**src/rtl/arbiter_bank_if.sv**
```systemverilog
// Handshake bundle between the source streams, the destination ports and the arbiter bank.
// The arbiter side uses the slave modport; the driving environment uses the master modport.
interface arbiter_bank_if #(
    parameter int S_DATA_COUNT = 2,
    parameter int M_DATA_COUNT = 3
);
    localparam int T_ID___WIDTH = (S_DATA_COUNT > 1) ? $clog2(S_DATA_COUNT) : 1;
    localparam int T_DEST_WIDTH = (M_DATA_COUNT > 1) ? $clog2(M_DATA_COUNT) : 1;

    logic [T_DEST_WIDTH-1:0] s_dest_i [S_DATA_COUNT];
    logic [S_DATA_COUNT-1:0] s_valid_i;
    logic [S_DATA_COUNT-1:0] s_last_i;
    logic [M_DATA_COUNT-1:0] m_ready_i;
    logic [T_ID___WIDTH-1:0] grant_o [M_DATA_COUNT];
    logic [M_DATA_COUNT-1:0] grant_valid_o;
    logic [S_DATA_COUNT-1:0] s_ready_o;
    logic [M_DATA_COUNT-1:0] wdog_err_o;

    modport master (
        output s_dest_i, s_valid_i, s_last_i, m_ready_i,
        input  grant_o, grant_valid_o, s_ready_o, wdog_err_o
    );

    modport slave (
        input  s_dest_i, s_valid_i, s_last_i, m_ready_i,
        output grant_o, grant_valid_o, s_ready_o, wdog_err_o
    );
endinterface

```
**src/rtl/arbiter_bank.sv**
```systemverilog
// Bank of per-destination round-robin packet arbiters; each destination locks onto one source per packet.
// Optional macro ARB_BANK_WATCHDOG_EN adds a per-destination beat watchdog that force-releases long packets.
module arbiter_bank #(
    parameter int S_DATA_COUNT  = 2,
    parameter int M_DATA_COUNT  = 3,
    parameter int MAX_PKT_BEATS = 256
) (
    input  logic          clk_i,
    input  logic          rst_i,
    arbiter_bank_if.slave bus
);
    localparam int T_ID___WIDTH   = (S_DATA_COUNT > 1) ? $clog2(S_DATA_COUNT) : 1;
    localparam int T_DEST_WIDTH   = (M_DATA_COUNT > 1) ? $clog2(M_DATA_COUNT) : 1;
    localparam int BEAT_CNT_WIDTH = $clog2(MAX_PKT_BEATS + 1);

    typedef enum logic {
        IDLE   = 1'b0,
        LOCKED = 1'b1
    } state_t;

    logic [S_DATA_COUNT-1:0] req [M_DATA_COUNT];
    logic [T_ID___WIDTH-1:0] grant_id [M_DATA_COUNT];
    logic [M_DATA_COUNT-1:0] acc;
    logic [S_DATA_COUNT-1:0] s_ready;

    // Out-of-range parameters leave this empty block as the only trace; it keeps all knobs referenced.
    if (S_DATA_COUNT < 1 || S_DATA_COUNT > 32 || M_DATA_COUNT < 1 || M_DATA_COUNT > 32 ||
        MAX_PKT_BEATS < 2 || MAX_PKT_BEATS > 65535 || BEAT_CNT_WIDTH > 16) begin : g_bad_cfg
    end

    generate
        for (genvar gi = 0; gi < M_DATA_COUNT; gi++) begin : g_dest
            state_t                  state_reg, state_next;
            logic [T_ID___WIDTH-1:0] ptr_reg, ptr_next;
            logic [T_ID___WIDTH-1:0] grant_reg, grant_next;
            logic [T_ID___WIDTH-1:0] pick;
            logic [T_ID___WIDTH-1:0] scan_sel;
            logic                    pick_found;
            logic                    granted_req;
            logic                    granted_last;
            int                      scan_idx;

            for (genvar gj = 0; gj < S_DATA_COUNT; gj++) begin : g_req
                assign req[gi][gj] = bus.s_valid_i[gj] && (bus.s_dest_i[gj] == T_DEST_WIDTH'(gi));
            end

            // Scan from farthest to nearest so the source closest after ptr_reg wins.
            always_comb begin
                pick       = ptr_reg;
                pick_found = 1'b0;
                scan_idx   = 0;
                scan_sel   = '0;
                for (int k = S_DATA_COUNT; k >= 1; k--) begin
                    scan_idx = int'(ptr_reg) + k;
                    if (scan_idx >= S_DATA_COUNT) begin
                        scan_idx = scan_idx - S_DATA_COUNT;
                    end
                    scan_sel = T_ID___WIDTH'(scan_idx);
                    if (req[gi][scan_sel]) begin
                        pick       = scan_sel;
                        pick_found = 1'b1;
                    end
                end
            end

            assign granted_req  = req[gi][grant_reg];
            assign granted_last = bus.s_last_i[grant_reg];
            assign acc[gi]      = (state_reg == LOCKED) && granted_req && bus.m_ready_i[gi];
            assign grant_id[gi] = grant_reg;

            assign bus.grant_o[gi]       = grant_reg;
            assign bus.grant_valid_o[gi] = (state_reg == LOCKED);

`ifdef ARB_BANK_WATCHDOG_EN
            logic [BEAT_CNT_WIDTH-1:0] cnt_reg, cnt_next;
            logic                      wdog_reg, wdog_next;

            assign bus.wdog_err_o[gi] = wdog_reg;
`else
            assign bus.wdog_err_o[gi] = 1'b0;
`endif

            always_ff @(posedge clk_i) begin
                if (rst_i) begin
                    state_reg <= IDLE;
                    ptr_reg   <= T_ID___WIDTH'(S_DATA_COUNT - 1);
                    grant_reg <= '0;
`ifdef ARB_BANK_WATCHDOG_EN
                    cnt_reg   <= '0;
                    wdog_reg  <= 1'b0;
`endif
                end else begin
                    state_reg <= state_next;
                    ptr_reg   <= ptr_next;
                    grant_reg <= grant_next;
`ifdef ARB_BANK_WATCHDOG_EN
                    cnt_reg   <= cnt_next;
                    wdog_reg  <= wdog_next;
`endif
                end
            end

            always_comb begin
                state_next = state_reg;
                ptr_next   = ptr_reg;
                grant_next = grant_reg;
`ifdef ARB_BANK_WATCHDOG_EN
                cnt_next   = cnt_reg;
                wdog_next  = 1'b0;
`endif
                case (state_reg)
                    IDLE: begin
                        if (pick_found) begin
                            state_next = LOCKED;
                            grant_next = pick;
`ifdef ARB_BANK_WATCHDOG_EN
                            cnt_next   = '0;
`endif
                        end
                    end
                    LOCKED: begin
                        if (acc[gi]) begin
                            if (granted_last) begin
                                state_next = IDLE;
                                ptr_next   = grant_reg;
                            end
`ifdef ARB_BANK_WATCHDOG_EN
                            else if (cnt_reg == BEAT_CNT_WIDTH'(MAX_PKT_BEATS - 1)) begin
                                state_next = IDLE;
                                ptr_next   = grant_reg;
                                wdog_next  = 1'b1;
                            end else if (cnt_reg != {BEAT_CNT_WIDTH{1'b1}}) begin
                                cnt_next = cnt_reg + BEAT_CNT_WIDTH'(1);
                            end
`endif
                        end
                    end
                    default: state_next = IDLE;
                endcase
            end
        end
    endgenerate

    // A source targets a single destination, so at most one acc term can match each source.
    always_comb begin
        s_ready = '0;
        for (int i = 0; i < M_DATA_COUNT; i++) begin
            for (int j = 0; j < S_DATA_COUNT; j++) begin
                if (acc[i] && (grant_id[i] == T_ID___WIDTH'(j))) begin
                    s_ready[j] = 1'b1;
                end
            end
        end
    end

    assign bus.s_ready_o = s_ready;

endmodule

```
**src/flat_wrapper.sv**
```systemverilog
// flat-port wrapper written by rule: the top's interface ports become plain ports
module arbiter_bank_flat 
#(
    parameter int S_DATA_COUNT  = 2,
    parameter int M_DATA_COUNT  = 3,
    parameter int MAX_PKT_BEATS = 256
)
  (clk_i, rst_i, bus_s_dest_i, bus_s_valid_i, bus_s_last_i, bus_m_ready_i, bus_grant_o, bus_grant_valid_o, bus_s_ready_o, bus_wdog_err_o);
  arbiter_bank_if #(.S_DATA_COUNT(S_DATA_COUNT), .M_DATA_COUNT(M_DATA_COUNT)) bus_i ();
  input  logic clk_i;
  input  logic rst_i;
  input wire logic [$bits(bus_i.s_dest_i)-1:0] bus_s_dest_i;
  input wire logic [$bits(bus_i.s_valid_i)-1:0] bus_s_valid_i;
  input wire logic [$bits(bus_i.s_last_i)-1:0] bus_s_last_i;
  input wire logic [$bits(bus_i.m_ready_i)-1:0] bus_m_ready_i;
  output wire logic [$bits(bus_i.grant_o)-1:0] bus_grant_o;
  output wire logic [$bits(bus_i.grant_valid_o)-1:0] bus_grant_valid_o;
  output wire logic [$bits(bus_i.s_ready_o)-1:0] bus_s_ready_o;
  output wire logic [$bits(bus_i.wdog_err_o)-1:0] bus_wdog_err_o;
  assign bus_i.s_dest_i = {>>{bus_s_dest_i}};
  assign bus_i.s_valid_i = bus_s_valid_i;
  assign bus_i.s_last_i = bus_s_last_i;
  assign bus_i.m_ready_i = bus_m_ready_i;
  assign bus_grant_o = {>>{bus_i.grant_o}};
  assign bus_grant_valid_o = bus_i.grant_valid_o;
  assign bus_s_ready_o = bus_i.s_ready_o;
  assign bus_wdog_err_o = bus_i.wdog_err_o;
  arbiter_bank #(.S_DATA_COUNT(S_DATA_COUNT), .M_DATA_COUNT(M_DATA_COUNT), .MAX_PKT_BEATS(MAX_PKT_BEATS)) u_core (.clk_i(clk_i), .rst_i(rst_i), .bus(bus_i));
endmodule
```
**config.mk**
```make
export PLATFORM = sky130hd
export DESIGN_NAME = arbiter_bank_flat
export DESIGN_NICKNAME = d
export VERILOG_FILES = /design/src/rtl/arbiter_bank_if.sv /design/src/rtl/arbiter_bank.sv /design/src/flat_wrapper.sv
export SDC_FILE = /design/constraint.sdc
export NUM_CORES = 1
export LEC_CHECK = 0
export ABC_CLOCK_PERIOD_IN_PS = 4800
export CORE_MARGIN = 10
export CORE_UTILIZATION = 43
export DETAILED_ROUTE_END_ITERATION = 8
export PLACE_DENSITY = 0.83
export SLEW_MARGIN = 20
export SYNTH_ARGS = -nofsm -noshare
export SYNTH_HDL_FRONTEND = slang
export SYNTH_SLANG_ARGS = --single-unit
```
**constraint.sdc**
```tcl
create_clock -name clk_i -period 4.8 [get_ports clk_i]
set_input_delay 1.44 -clock clk_i [delete_from_list [all_inputs] [get_ports clk_i]]
set_output_delay 1.44 -clock clk_i [all_outputs]
set_load 0.01 [all_outputs]
```
==> flow_metrics.tcl, run 1 <==
set metrics [dict create \
    routed_via_density 5.38 \
    synth.avg_cell_area_um2 8.27 \
    synth_area_leader_cell "dfxtp_1" \
    wl_met1_um 537 \
    p_int_uw 132 \
    yosys_most_used_dff "dfxtp_1" \
    clock-sinks 9 \
    max-clock-path-buffers 2 \
    power.share.sequential_pct 45.8 \
    required_ns 3.36 \
    antenna_left 0 \
    p_sw_share_pct 26.4 \
    cp_max_fo 5 \
    ioPinCount 24 \
    die_w_um 56.4 \
    hold_violations 0 \
    criticalPathCategory "input port to primary output" \
    placed_cells 98 \
    final_cells 102 \
    status "completed" \
    r2r_cells 3 \
    antenna_found_initial 0 \
    wl_met2_um 675 \
    p_sw_uw 47.4 \
    postCtsSetupBuffers 0 \
    start_util_pct 45.0 \
    drt_pass1_iterations 4 \
    die_h_um 56.4 \
    ys_ff_latch 9 \
    layout-drive-gt1-share_pct 11.5 \
    clkPwrFrac_pct 34.0 \
    cp-start-kind "input port" \
    seq_area_frac_synth_pct 31.6 \
    power_density_nw_per_um2 235 \
    clock_latency_ns 0.27 \
    synth_top_area_share_pct 31.6 \
    drv_cap 0 \
    fmax_mhz 219 \
    row_count 13 \
    drcViolationCount 0 \
    synthCells 69 \
    core_area_um2 1270 \
    p_leak_uw 0.000311 \
    clkTransAtPathRegs_ns 0.06 \
    fin_setup_tns_ns 0 \
    yosysWarnings 0 \
    cts-hold-fix-buffers 0 \
    cp_data_arrival_time_ns 3.13 \
    syn_to_final_growth_pct 33.8 \
    wl_per_cell_um 13.2 \
    track_usage_pct 8.34 \
    async_flop_share_pct 0 \
    dpl.hpwl_mm 1.14 \
    cts_tree "done" \
    route.met3.wl_um 118 \
    grt_pass1_wl_mm 2.21 \
    hold_path_depth 1 \
    drv_slew 0 \
    rsz0062_at_grt "false" \
    postCtsResizedCells 0 \
    grt_overflow_total 0 \
    grt_pass1_vias 508 \
    num_vias 549 \
    netlist_area_um2 571 \
    post-route-min-period_ns 4.57 \
    grt_max_degree 7 \
    io_buffers 20 \
    synth_edf_count 0 \
    setup_viol 0 \
    finClkSkew_ns 0.00557 \
    synthTopCellsByArea "dfxtp_1 32%, buf_4 12%, nor3b_1 7.9%, a31o_2 4.6%, a21o_1 3.9%" \
    crit_path_end_kind "primary output" \
    synth.distinct_cells 21 \
    num-fill-cells 133 \
    hold_class "flop to flop" \
    wirelength_mm 1.35 \
    place_congestion 0.794 \
    cts_htree_levels 1 \
    die-area_um2 3180 \
    cts-root-buf "clkbuf_4" \
    diodes 0 \
    maxUsedRoutingLayer "met4" \
    drt_iter0_markers 15 \
    irDropWorstVdd_v 0.000114 \
    nets 101 \
    fin_crit_sh_pct 95.2 \
    combPwrFrac_pct 20.2 \
    numCtsBuffers 3 \
]
-- area by class of cell --
cell class,count,area [um2],share of cell area [%]
clock buffer,4,26.3,3.44
inverter,7,27.5,3.61
multi-input combinational,46,303,39.7
sequential,9,180,23.6
tap,15,18.8,2.46
timing repair buffer,21,208,27.2
-- layout by cell type (no fill, tap or decap) --
| master | count |
|---|---|
| o21ai_0 | 3 |
| or3_1 | 1 |
| clkbuf_1 | 1 |
| nand2_1 | 5 |
| and3b_1 | 2 |
| clkdlybuf4s50_1 | 20 |
| a21oi_1 | 3 |
| nor3_1 | 3 |
| dfxtp_1 | 9 |
| nand3b_1 | 2 |
| clkinvlp_2 | 1 |
| nor3b_1 | 6 |
| and3_1 | 3 |
| or4_1 | 3 |
| or3b_4 | 1 |
| conb_1 | 3 |
| clkbuf_4 | 3 |
| a21o_1 | 3 |
| buf_4 | 1 |
| a31o_2 | 3 |
| o211ai_1 | 3 |
| nor3b_2 | 1 |
| a22oi_1 | 1 |
| inv_1 | 6 |
-- metal layers --
layer  GRT usage [%]  vias up
met5               0        -
li1                -      275
met4            3.09        0
met1            8.63      252
met3            4.49        2
met2            13.8       20
-- Yosys cell counts, types with 2 or more instances --
master and n:
nor3_1 3, o211ai_1 3, or4_1 3, a21oi_1 3
and3b_1 2, o21ai_0 3, nand2_1 5, a21o_1 3
and3_1 3, a31o_2 3, nand3b_1 2, buf_4 9
inv_1 6, dfxtp_1 9, nor3b_1 6
-- worst paths after layout --
kind | start | to | slack, ns
worst max register to register | u_core.g_dest[0].state_reg | u_core.g_dest[0].ptr_reg | 3.47
worst min register to register | u_core.g_dest[2].ptr_reg | u_core.g_dest[2].ptr_reg | 0.45
worst min-delay path | u_core.g_dest[2].ptr_reg | u_core.g_dest[2].ptr_reg | 0.45
worst max-delay path | bus_s_valid_i[0] | bus_s_ready_o[0] | 0.23
-- logic make-up after synthesis --
logic type	count (synthesis)	share of synthesized area, %
AND/OR/NAND/NOR	27	32.0
AO/OA/AOI/OAI	16	19.1
buffers and inverters	16	16.7
flip-flops	9	31.6
other	1	0.657
-- power by group through the flow --
stage	logic [uW]	registers, uW	clock network (uW)
floorplan	21.3	82.8	0
global placement	35.9	83.7	0
detailed placement	36.3	83.9	0
CTS	36.5	82.2	63.2
global route	39.6	82.9	64.4
finish	36.2	82.3	61.0
-- per-stage QoR --
| stage | total power (uW) | util [%] | cell area (um2) | setup slack (ns) | hold WS (ns) |
|---|---|---|---|---|---|
| 6_report | 179 | 60.2 | 763 | 0.230 | 0.449 |
| 5_1_grt | 187 | 60.2 | 763 | 0.163 | 0.482 |
| 4_1_cts | 182 | 60.2 | 763 | 0.230 | 0.454 |
| 3_5_place_dp | 120 | 58.1 | 737 | 0.230 | 0.439 |
| 3_3_place_gp | 120 | 58.1 | 737 | 0.268 | 0.432 |
| 2_1_floorplan | 104 | - | 578 | 1.27 | 0.426 |
-- critical path, stage by stage --
cell	delay, ns
clkdlybuf4s50_1	0.50
or3b_4	0.40
nor3_1	0.14
or3_1	0.12
clkdlybuf4s50_1	0.53
(Power assumes the default switching activity.)
==> run 2, diff against run 1 <==
CORE_MARGIN = 2   (was 10)
DONT_BUFFER_PORTS = 1   (was default)
PLACE_DENSITY = 0.6   (was 0.83)
==> flow_metrics.tcl, run 2 (synthesis gave the netlist of run 1 again) <==
set metrics [dict create \
    status "completed" \
    numCtsBuffers 3 \
    power_density_nw_per_um2 283 \
    drcViolationCount 0 \
    postCtsSetupBuffers 0 \
    slew_headroom_pct 66.6 \
    irDropWorstVdd_v 0.000122 \
    worst-path-buf-inv 0 \
    max-clock-path-buffers 2 \
    p_sw_share_pct 25.2 \
    placed_cells 77 \
    io_buffers 0 \
    criticalPathCategory "input port to primary output" \
    r2r_cells 3 \
    fin_crit_sh_pct 75.2 \
    design_area_um2 556 \
    antenna_found_initial 0 \
    finClkSkew_ns 0.000819 \
    hold_violations 0 \
    start_util_pct 45.0 \
    clock_latency_ns 0.26 \
    p_sw_uw 39.7 \
    rsz0062_at_grt "false" \
    setup_viol 0 \
    grt_pass1_vias 381 \
    crit_path_end_kind "primary output" \
    drt_iter0_markers 7 \
    grt_pass1_wl_mm 1.52 \
    drv_cap 0 \
    track_usage_pct 15.0 \
    cp_data_arrival_time_ns 2.17 \
    die_w_um 40.4 \
    hold_path_depth 1 \
    num_vias 443 \
    num-fill-cells 145 \
    worstHoldStart "u_core.g_dest[1].ptr_reg" \
    cp_max_fo 5 \
    cts_tree "done" \
    dpl.hpwl_um 861 \
    final_cells 81 \
    dpl-instance-area_um2 529 \
    wirelength_mm 1.06 \
    post-route-min-period_ns 3.61 \
    max_stage_delay_ns 0.39 \
    cts-hold-fix-buffers 0 \
    layout-drive-gt1-share_pct 13.6 \
    cts-root-buf "clkbuf_4" \
    tightest_slew_ns 0.499 \
    worst_slack_ns 1.19 \
    reg2reg_slack_ns 3.44 \
    grt_overflow_total 0 \
    diodes 0 \
    worstReg2RegStart "u_core.g_dest[1].state_reg" \
    drv_slew 0 \
    reg2reg_to "u_core.g_dest[1].ptr_reg" \
    postCtsResizedCells 0 \
    slowest_stage "or3b_4" \
    cts_htree_levels 1 \
    die_h_um 40.4 \
    combPwrFrac_pct 9.6 \
    fin_setup_tns_ns 0 \
    critPathTopFamily "simple AND/OR/NAND/NOR gates" \
    clkTransAtPathRegs_ns 0.06 \
    antenna_left 0 \
    drt_pass1_iterations 2 \
    routed_via_density 5.47 \
    hold_ws_ns 0.455 \
    syn_to_final_growth_pct -2.63 \
    row_count 13 \
    hold_class "flop to flop" \
    pre_cts_ws_ns 1.17 \
    nets 80 \
    core_area_um2 1270 \
    final_cell_mix "9 x dfxtp_1, 6 x nor3b_1, 6 x inv_1" \
    crit_chain "or3b_4, nor3_1, or3_1" \
    whs_endpoint "u_core.g_dest[1].ptr_reg" \
    place_congestion 0.667 \
    ioPinCount 24 \
    clkPwrFrac_pct 37.0 \
    final_common_cell "dfxtp_1" \
    required_ns 3.36 \
    die-area_um2 1630 \
    cp-start-kind "input port" \
    p_leak_uw 0.000230 \
    wl_per_cell_um 13.1 \
    p_int_uw 118 \
    grt_max_degree 7 \
    power.share.sequential_pct 53.4 \
    fmax_mhz 277 \
    clock-sinks 9 \
]
-- run 2: cell types whose count changed in the layout (fill, tap and decap cells not counted), sizes merged --
| cell | before | now |
|---|---|---|
| clkdlybuf4s50 | 20 | 0 |
| buf | 1 | 0 |
-- run 2: how the worst max path moves through the flow --
stage                    startpoint                to  slack, ns  depth (start not counted)
global route        bus_s_dest_i[3]  bus_s_ready_o[0]       1.15                          3
finish              bus_s_dest_i[3]  bus_s_ready_o[0]       1.19                          3
floorplan           bus_s_dest_i[3]  bus_s_ready_o[0]       1.27                          3
CTS                 bus_s_dest_i[3]  bus_s_ready_o[0]       1.16                          3
global placement    bus_s_dest_i[3]  bus_s_ready_o[0]       1.17                          3
detailed placement  bus_s_dest_i[3]  bus_s_ready_o[0]       1.17                          3
-- run 2: through the flow --
step	util [%]	total power, uW
after global routing	43.8	166
after floorplan	-	104
after global placement	41.7	101
after detailed placement	41.7	101
final	43.8	157
after CTS	43.8	159
-- run 2: layout make-up --
cell class                      count  area (um2)  share of cell area (%)
Clock buffer                        4        26.3                    4.73
Inverter                            7        27.5                    4.95
Multi-Input combinational cell     46         303                    54.5
Sequential cell                     9         180                    32.4
Tap cell                           15        18.8                    3.38
-- run 2: power groups by stage --
| stage | sequential (uW) | combinational (uW) | clock, uW |
|---|---|---|---|
| after global routing | 84.4 | 17.5 | 63.9 |
| final | 83.9 | 15.1 | 58.3 |
| after CTS | 84.0 | 15.3 | 59.8 |
| after floorplan | 82.8 | 21.3 | 0 |
| after global placement | 85.6 | 15.2 | 0 |
| after detailed placement | 85.7 | 15.2 | 0 |
-- run 2: metal layers --
layer | up-vias | GRT usage [%] | wire, um
met3 | 2 | 6.67 | 90
met2 | 16 | 20.6 | 471
met5 | - | 0 | 0
met4 | 0 | 12.5 | 14
met1 | 195 | 17.4 | 483
li1 | 230 | - | -
==> run 3, diff against run 2 <==
ABC_CLOCK_PERIOD_IN_PS = 3400   (was 4800)
clock period = 3.4 ns   (was 4.8 ns; I/O delays follow)
==> flow_metrics.tcl, run 3 (synthesis gave the netlist of run 1 again) <==
set metrics [dict create \
    status "completed" \
    maxUsedRoutingLayer "met4" \
    grt_overflow_total 0 \
    pre_cts_ws_ns 0.603 \
    hold_path_depth 1 \
    grt_pass1_vias 380 \
    worstReg2RegStart "u_core.g_dest[2].state_reg" \
    worst-path-buf-inv 0 \
    route.met3.wl_um 88 \
    required_ns 2.38 \
    io_buffers 0 \
    core_area_um2 1270 \
    grt_pass1_wl_mm 1.50 \
    max-clock-path-buffers 2 \
    syn_to_final_growth_pct -2.63 \
    num-fill-cells 148 \
    die-area_um2 1630 \
    antenna_found_initial 0 \
    p_leak_uw 0.000230 \
    worstHoldStart "u_core.g_dest[1].ptr_reg" \
    grt_max_degree 7 \
    ioPinCount 24 \
    worst_slack_ns 0.626 \
    drcViolationCount 0 \
    critPathTopFamily "simple AND/OR/NAND/NOR gates" \
    clkTransAtPathRegs_ns 0.06 \
    drv_slew 0 \
    fmax_mhz 360 \
    drv_cap 0 \
    cp_max_fo 5 \
    final_cells 81 \
    reg2reg_to "u_core.g_dest[2].ptr_reg" \
    diodes 0 \
    cp-start-kind "input port" \
    numCtsBuffers 3 \
    placed_cells 77 \
    cts_htree_levels 1 \
    clock_latency_ns 0.26 \
    post-route-min-period_ns 2.77 \
    hold_ws_ns 0.455 \
    r2r_cells 3 \
    irDropWorstVdd_v 0.000175 \
    layout-drive-gt1-share_pct 13.6 \
    dpl.hpwl_um 871 \
    nets 80 \
    drt_iter0_markers 9 \
    power_density_nw_per_um2 401 \
    cts-root-buf "clkbuf_4" \
    finClkSkew_ns 0.00346 \
    row_count 13 \
    routed_via_density 5.60 \
    rsz0062_at_grt "false" \
    place_congestion 0.667 \
    die_h_um 40.4 \
    postCtsResizedCells 0 \
    cts-hold-fix-buffers 0 \
    fin_setup_tns_ns 0 \
    start_util_pct 45.0 \
    max_stage_delay_ns 0.39 \
    wl_per_cell_um 13.2 \
    crit_path_end_kind "primary output" \
    crit_chain "or3b_4, nor3_1, or3_1" \
    final_cell_mix "9 x dfxtp_1, 6 x nor3b_1, 6 x inv_1" \
    setup_viol 0 \
    hold_violations 0 \
    drt_pass1_iterations 5 \
    cp_data_arrival_time_ns 1.75 \
    final_common_cell "dfxtp_1" \
    antenna_left 0 \
    wl_met1_um 482 \
    cts_tree "done" \
    reg2reg_slack_ns 2.03 \
    hold_class "flop to flop" \
    whs_endpoint "u_core.g_dest[1].ptr_reg" \
    slowest_stage "or3b_4" \
    track_usage_pct 14.9 \
    die_w_um 40.4 \
    fin_crit_sh_pct 81.6 \
    postCtsSetupBuffers 0 \
    num_vias 454 \
    clock-sinks 9 \
    wl_met2_um 481 \
    wirelength_mm 1.07 \
    criticalPathCategory "input port to primary output" \
]
[run 3: cell counts in the layout (fill, tap and decap cells not counted)]
Identical to the previous run, type by type.
[run 3: where the power goes]
group	total, uW	leakage (uW)	internal (uW)	switching [uW]
combinational	21.3	0.000142	10.4	10.9
sequential	118	0.0000737	110	8.15
clock	83.0	0.0000150	45.3	37.8
[run 3: area by class of cell]
class	instances	area, um2	area share [%]
Clock buffer	4	26.3	4.73
Inverter	7	27.5	4.95
Multi-Input combinational cell	46	303	54.5
Sequential cell	9	180	32.4
Tap cell	15	18.8	3.38
[run 3: worst max path at each step]
stage,startpoint,endpoint,slack [ns],depth (start not counted)
floorplan,bus_s_dest_i[3],bus_s_ready_o[0],0.71,3
global placement,bus_s_dest_i[3],bus_s_ready_o[0],0.61,3
detailed placement,bus_s_dest_i[3],bus_s_ready_o[0],0.60,3
CTS,bus_s_dest_i[3],bus_s_ready_o[0],0.60,3
global route,bus_s_dest_i[3],bus_s_ready_o[0],0.59,3
finish,bus_s_dest_i[3],bus_s_ready_o[0],0.63,3
[run 3: per-layer routing]
metal	track usage [%]	up-vias
li1	-	230
met1	16.8	204
met2	21.0	18
met3	6.67	2
met4	12.5	0
met5	0	-
[run 3: metrics by stage]
stage,total power (uW),utilization [%],cell area [um2]
after floorplan,147,-,578
after global placement,142,41.7,529
after detailed placement,142,41.7,529
after CTS,224,43.8,556
after global routing,234,43.8,556
final,223,43.8,556
